--- src/rtl/joy2quad_pkg.sv ---
// Shared definitions for the joystick-to-quadrature encoder.
// Latency: n/a (types, constants and a pure function only).
// Backpressure: n/a.
// Contents: the four Gray states, the direction encoding and quad_next().
package joy2quad_pkg;

  // The +1 direction walks the Gray cycle 00 -> 01 -> 11 -> 10 -> 00.
  localparam logic [1:0] QUAD_00 = 2'b00;
  localparam logic [1:0] QUAD_01 = 2'b01;
  localparam logic [1:0] QUAD_11 = 2'b11;
  localparam logic [1:0] QUAD_10 = 2'b10;

  typedef enum logic [1:0] {
    IDLE = 2'd0,
    POS  = 2'd1,
    NEG  = 2'd2
  } dir_e;

  // Both buttons pressed cancel each other out.
  function automatic dir_e decode_dir(input logic right, input logic left);
    dir_e d;
    d = IDLE;
    if (right && !left) d = POS;
    else if (left && !right) d = NEG;
    return d;
  endfunction

  // Next Gray state for one step; IDLE leaves the state alone.
  function automatic logic [1:0] quad_next(input logic [1:0] state, input dir_e dir);
    logic [1:0] nxt;
    nxt = state;
    case (dir)
      POS: begin
        case (state)
          QUAD_00: nxt = QUAD_01;
          QUAD_01: nxt = QUAD_11;
          QUAD_11: nxt = QUAD_10;
          default: nxt = QUAD_00;
        endcase
      end
      NEG: begin
        case (state)
          QUAD_00: nxt = QUAD_10;
          QUAD_10: nxt = QUAD_11;
          QUAD_11: nxt = QUAD_01;
          default: nxt = QUAD_00;
        endcase
      end
      default: nxt = state;
    endcase
    return nxt;
  endfunction

endpackage

--- src/rtl/joy2quad_chan.sv ---
// One encoder channel: prescaler, acceleration level, step counter, Gray register.
// Latency: direction first sampled at edge t -> first steer change after edge t+P.
// Backpressure: none; the channel free-runs while its direction is held.
// Ports: clk_sys/rst_n clock and async active-low reset; clkdiv base period;
//        right/left requests; steer {A,B}; moving; level (0 = slowest).
module joy2quad_chan
  import joy2quad_pkg::*;
#(
  parameter int DIV_W           = 16,
  parameter int ACCEL_LEVELS    = 3,
  parameter int STEPS_PER_LEVEL = 4
) (
  input  logic             clk_sys,
  input  logic             rst_n,
  input  logic [DIV_W-1:0] clkdiv,
  input  logic             right,
  input  logic             left,
  output logic [1:0]       steer,
  output logic             moving,
  output logic [1:0]       level
);

  localparam int              SC_W    = (STEPS_PER_LEVEL < 2) ? 1 : $clog2(STEPS_PER_LEVEL + 1);
  localparam logic [SC_W-1:0] SC_MAX  = SC_W'(STEPS_PER_LEVEL);
  localparam logic [1:0]      LVL_TOP = 2'(ACCEL_LEVELS - 1);

  dir_e             dir;
  dir_e             prev_dir;
  logic             reversal;
  logic             active;
  logic [DIV_W-1:0] base_period;
  logic [DIV_W-1:0] shifted;
  logic [DIV_W-1:0] period;
  logic [DIV_W-1:0] cnt;
  logic             fire;
  logic             fire_q;
  logic [SC_W-1:0]  step_cnt;
  logic [SC_W-1:0]  step_cnt_inc;
  logic             level_up;

  always_comb begin
    dir          = decode_dir(right, left);
    // A direct POS<->NEG flip costs one dead cycle so the new direction
    // restarts from level 0 with a full period.
    reversal     = ((dir == POS) && (prev_dir == NEG)) ||
                   ((dir == NEG) && (prev_dir == POS));
    active       = (dir != IDLE) && !reversal;
    base_period  = (clkdiv == '0) ? DIV_W'(1) : clkdiv;
    shifted      = base_period >> level;
    period       = (shifted == '0) ? DIV_W'(1) : shifted;
    // >= rather than == so a period that shrinks mid-count fires at once.
    fire         = active && (cnt >= (period - DIV_W'(1)));
    step_cnt_inc = step_cnt + SC_W'(1);
    level_up     = (level < LVL_TOP) && (step_cnt_inc >= SC_MAX);
  end

  always_ff @(posedge clk_sys or negedge rst_n) begin
    if (!rst_n) begin
      prev_dir <= IDLE;
      moving   <= 1'b0;
      steer    <= QUAD_00;
      level    <= 2'd0;
      cnt      <= '0;
      step_cnt <= '0;
      fire_q   <= 1'b0;
    end else begin
      prev_dir <= dir;
      moving   <= active;
      if (!active) begin
        // Idle (or reversal): steer holds, everything else restarts.
        cnt      <= '0;
        level    <= 2'd0;
        step_cnt <= '0;
        fire_q   <= 1'b0;
      end else begin
        // The step decided last edge lands on steer now.
        if (fire_q) steer <= quad_next(steer, dir);
        fire_q <= fire;
        if (fire) begin
          cnt <= '0;
          if (level_up) begin
            level    <= level + 2'd1;
            step_cnt <= '0;
          end else if (step_cnt != SC_MAX) begin
            step_cnt <= step_cnt_inc;
          end
        end else begin
          cnt <= cnt + DIV_W'(1);
        end
      end
    end
  end

endmodule

--- src/rtl/joy2quad_mc.sv ---
// Multi-channel joystick-to-quadrature encoder for spinner/paddle inputs.
// Latency: per channel, direction sampled at edge t -> steer change after edge t+P.
// Backpressure: none; channels are independent and never stall.
// Ports: CLK, Reset_n (async active-low); clkdiv shared base period;
//        right/left per channel; steer[2c+1]=A, steer[2c]=B; moving; level[2c+1:2c].
module joy2quad_mc
  import joy2quad_pkg::*;
#(
  parameter int CHANNELS        = 2,
  parameter int DIV_W           = 16,
  parameter int ACCEL_LEVELS    = 3,
  parameter int STEPS_PER_LEVEL = 4
) (
  input  logic                  CLK,
  input  logic                  Reset_n,
  input  logic [DIV_W-1:0]      clkdiv,
  input  logic [CHANNELS-1:0]   right,
  input  logic [CHANNELS-1:0]   left,
  output logic [2*CHANNELS-1:0] steer,
  output logic [CHANNELS-1:0]   moving,
  output logic [2*CHANNELS-1:0] level
);

  for (genvar c = 0; c < CHANNELS; c++) begin : g_chan
    joy2quad_chan #(
      .DIV_W          (DIV_W),
      .ACCEL_LEVELS   (ACCEL_LEVELS),
      .STEPS_PER_LEVEL(STEPS_PER_LEVEL)
    ) u_chan (
      .clk_sys(CLK),
      .rst_n  (Reset_n),
      .clkdiv (clkdiv),
      .right  (right[c]),
      .left   (left[c]),
      .steer  (steer[2*c +: 2]),
      .moving (moving[c]),
      .level  (level[2*c +: 2])
    );
  end

endmodule
--- config.mk ---
export PLATFORM = sky130hd
export DESIGN_NAME = joy2quad_mc
export DESIGN_NICKNAME = d
export VERILOG_FILES = /design/src/rtl/joy2quad_pkg.sv /design/src/rtl/joy2quad_chan.sv /design/src/rtl/joy2quad_mc.sv
export SDC_FILE = /design/constraint.sdc
export NUM_CORES = 1
export LEC_CHECK = 0
export CAP_MARGIN = 20
export CELL_PAD_IN_SITES_DETAIL_PLACEMENT = 0
export CELL_PAD_IN_SITES_GLOBAL_PLACEMENT = 2
export CORE_MARGIN = 2
export CORE_UTILIZATION = 34
export CTS_BUF_LIST = sky130_fd_sc_hd__clkbuf_16
export DETAILED_ROUTE_END_ITERATION = 6
export MAX_ROUTING_LAYER = met4
export PLACE_DENSITY_LB_ADDON = 0.1
export REMOVE_ABC_BUFFERS = 1
export SYNTH_ARGS = -nofsm -noshare
export SYNTH_HDL_FRONTEND = slang
export SYNTH_HIERARCHICAL = 1
export SYNTH_SLANG_ARGS = --single-unit
--- constraint.sdc ---
create_clock -name CLK -period 4.9 [get_ports CLK]
set_clock_uncertainty 0.15 [all_clocks]
set_input_delay 0.98 -clock CLK [delete_from_list [all_inputs] [get_ports CLK]]
set_output_delay 0.98 -clock CLK [all_outputs]
set_load 0.03 [all_outputs]
==> flow_summary.yaml <==
clock_tree:
  clockBufferDepth: 2
  cts_buffers: 5
  cts_max_level: 2
  clkTransAtPathRegs_ps: 70
  ctsHoldBuffers: 0
  root_buffer: "clkbuf_16"
  insertion_delay_ps: 300
  cts.sinks: 54
  cts_tree: "done"
layout:
  final_area_mm2: 0.00664
  nNetsFinal: 746
  final_layout_size_suffix_gt1_frac: 0.319
  fin_cells: 861
  num_antenna_cells: 0
  area_delta_synth_final_pct: 35.7
min_path:
  hp-start: "g_chan[0].u_chan/cnt[0]"
  hold_end: "g_chan[0].u_chan/cnt[0]"
  hold_path_class: "register to register"
  min_delay_path_depth: 1
synth:
  synthArstFlopShare: 1.00
  synth_top_family_by_area: "simple AND/OR/NAND/NOR gates"
  synth-main-ff-cell: "dfrtp_1"
  ys_warn_count: 6
  synth_top_area_share: 0.276
  synth-xor-area-share: 0.102
  synth_area_leaders: "dfrtp_1 28%, ha_1 11%, mux2i_1 6.3%, xnor2_1 5.4%, xor2_1 4.8%"
  synth_fa_ha_area_frac: 0.113
  yosys.area_share.simple: 0.223
  synth_compound_area_frac: 0.124
  syn-cell-area_mm2: 0.00489
  ys_types: 72
  seq_area_frac_synth: 0.276
  synthCells: 538
  synth_edf_count: 0
  synth_top_area_cell: "dfrtp_1"
  synth_mux_area_frac: 0.124
  synthTopCellsByCount: "62 x nor2_1, 54 x dfrtp_1, 51 x nand2_1, 44 x ha_1, 31 x mux2i_1"
  syn_area_per_cell_um2: 9.09
  synth.most_common_cell: "nor2_1"
  synth-seq-cells: 54
detailed_routing:
  avgViaCountPerCell: 5.11
  routed-via-count: 4399
  drc_errors: 0
  detail_route.wirelength_um: 13800
  drt_iter0_drc: 190
  dr.pass1.iters: 4
  wl_per_cell_um: 16.0
  ant_nets: 0
timing:
  whs_ps: 365
  hold_violations: 0
  period_minus_slack_ps: 5030
  min_period_over_period: 1.03
  tightestPinTransition_ps: 704
  max_freq_mhz: 199
  slew_headroom: 0.530
  fin_ws_ps: -125
  finalSetupViolCount: 19
  drv_slew: 0
  grt_setup_unrepaired: "yes"
critical_path:
  ff2ff_setup_slack_ps: -90
  rr_startpoint: "g_chan[1].u_chan/level[1]"
  reg2reg_depth: 21
  path_class: "primary input to register"
  startpoint_type: "primary input"
  critical_path.max_fanout: 8
  worst_ep_arrival_time_ps: 5100
  timing.rr.end: "g_chan[1].u_chan/cnt[15]"
  endpoint_kind: "register"
  required_ps: 4980
die:
  dieWidth_um: 124
  ioPinCount: 32
  die-area_mm2: 0.0154
  fp.dieH_um: 124
  fp-row-count: 43
  core_mm2: 0.0140
  start_util: 0.350
global_routing:
  grt_pass1_wl_um: 22200
  antenna_found_initial: 0
  grt_overflow_total: 0
  grt_max_degree: 55
  track_usage: 0.191
  grt_pass1_vias: 4479
pwr:
  power_w: 0.00124
  p_leak_nw: 3.05
  p_per_area_mw_per_mm2: 187
  peakVddDrop_mv: 0.128
placement:
  gp_congestion: 0.853
  port_buffers: 31
  dpl_worst_slack_ps: -1220
  place_area_mm2: 0.00601
  place_inst: 823
  dpl.hpwl_um: 10600
outcome:
  failed_checks: "setup timing"
  status: "finished, violations left"
run:
  timing.max_cap.violations: 0
## flip-flops by register name, summed over array words and instances, names as in the netlist
signal,flops
g_chan.u_chan/fire_q,2
g_chan.u_chan/moving,2
g_chan.u_chan/level,4
g_chan.u_chan/prev_dir,4
g_chan.u_chan/steer,4
g_chan.u_chan/cnt,32
g_chan.u_chan/step_cnt,6
## placed cells by master (no fill, tap or decap), drive strengths merged, types with 5 or more instances in the layout
cell type / count
xnor2: 30
clkbuf: 6
dfrtp: 54
clkdlybuf4s50: 15
buf: 130
mux2i: 33
mux2: 10
a211oi: 5
nand3b: 6
and3: 10
nand4: 9
mux4: 6
nor4: 7
and4: 5
nand2: 51
nand3: 21
a21o: 13
inv: 23
xor2: 27
nor2: 64
o21ai: 17
a21oi: 20
and2: 7
ha: 44
nor3: 13
## worst max path at each step
stage / startpoint / to / slack (ps) / depth (start not counted)
floorplan: g_chan[1].u_chan/level[1] / g_chan[1].u_chan/level[0] / -610 / 19
global placement: clkdiv[7] / g_chan[1].u_chan/level[0] / -1160 / 21
detailed placement: clkdiv[9] / g_chan[1].u_chan/level[0] / -1220 / 21
CTS: clkdiv[10] / g_chan[1].u_chan/cnt[15] / -90 / 22
global route: clkdiv[10] / g_chan[1].u_chan/cnt[15] / -340 / 22
finish: clkdiv[10] / g_chan[1].u_chan/cnt[15] / -130 / 22
## critical path, cell delays in order
cell and delay [ps]:
buf_8 100, buf_6 120, mux2i_4 130, mux2i_2 110, a2111o_4 500, nor4_4 390, nand3b_4 110, and2_4 160
ha_4 150, nor3b_4 150, and2b_2 210, nand2_2 70, xor2_2 170, ha_1 270, a21o_1 170, a21oi_2 140
o21ai_2 80, a221oi_2 360, buf_4 180, o211ai_1 200, buf_6 240, a21oi_2 110
## repair_timing
item / CTS / global route
setup endpoints to repair: 44 / 44
pin swaps: 29 / 32
cloned: 1 / 0
gates resized for setup: 87 / 43
buffers inserted: 24 / 7
## metal layers
metal,wire [um],track usage
met1,5860,0.216
met2,7410,0.351
met3,225,0.0238
met4,296,0.0597
met5,0,-
## power breakdown
part | internal (W) | switching (W)
clock | 0.000238 | 0.000161
sequential | 0.000471 | 0.0000248
combinational | 0.000168 | 0.000179
## cell families after synthesis
logic type | count (synthesis)
and+or+nand+nor | 210
AOI/OAI and AO/OA | 86
xor gates and xnor gates | 57
DFF | 54
muxes | 49
adders and majority gates | 44
buffers and inverters | 38
## stage by stage
stage,util,TNS [ps]
after floorplan,-,-9400
after global placement,0.429,-35010
after detailed placement,0.429,-38420
after CTS,0.462,-1280
after global routing,0.474,-6140
final,0.474,-2040
## cell type report
type	instances	area, um^2
fill	1358	7350
multi-input combinational	446	3600
sequential	54	1350
timing repair buffer	151	1200
tap	180	225
clock buffer	5	125
inverter	22	96.3
clock inverter	3	37.5
Note: power is estimated with default switching activity, not from simulation.
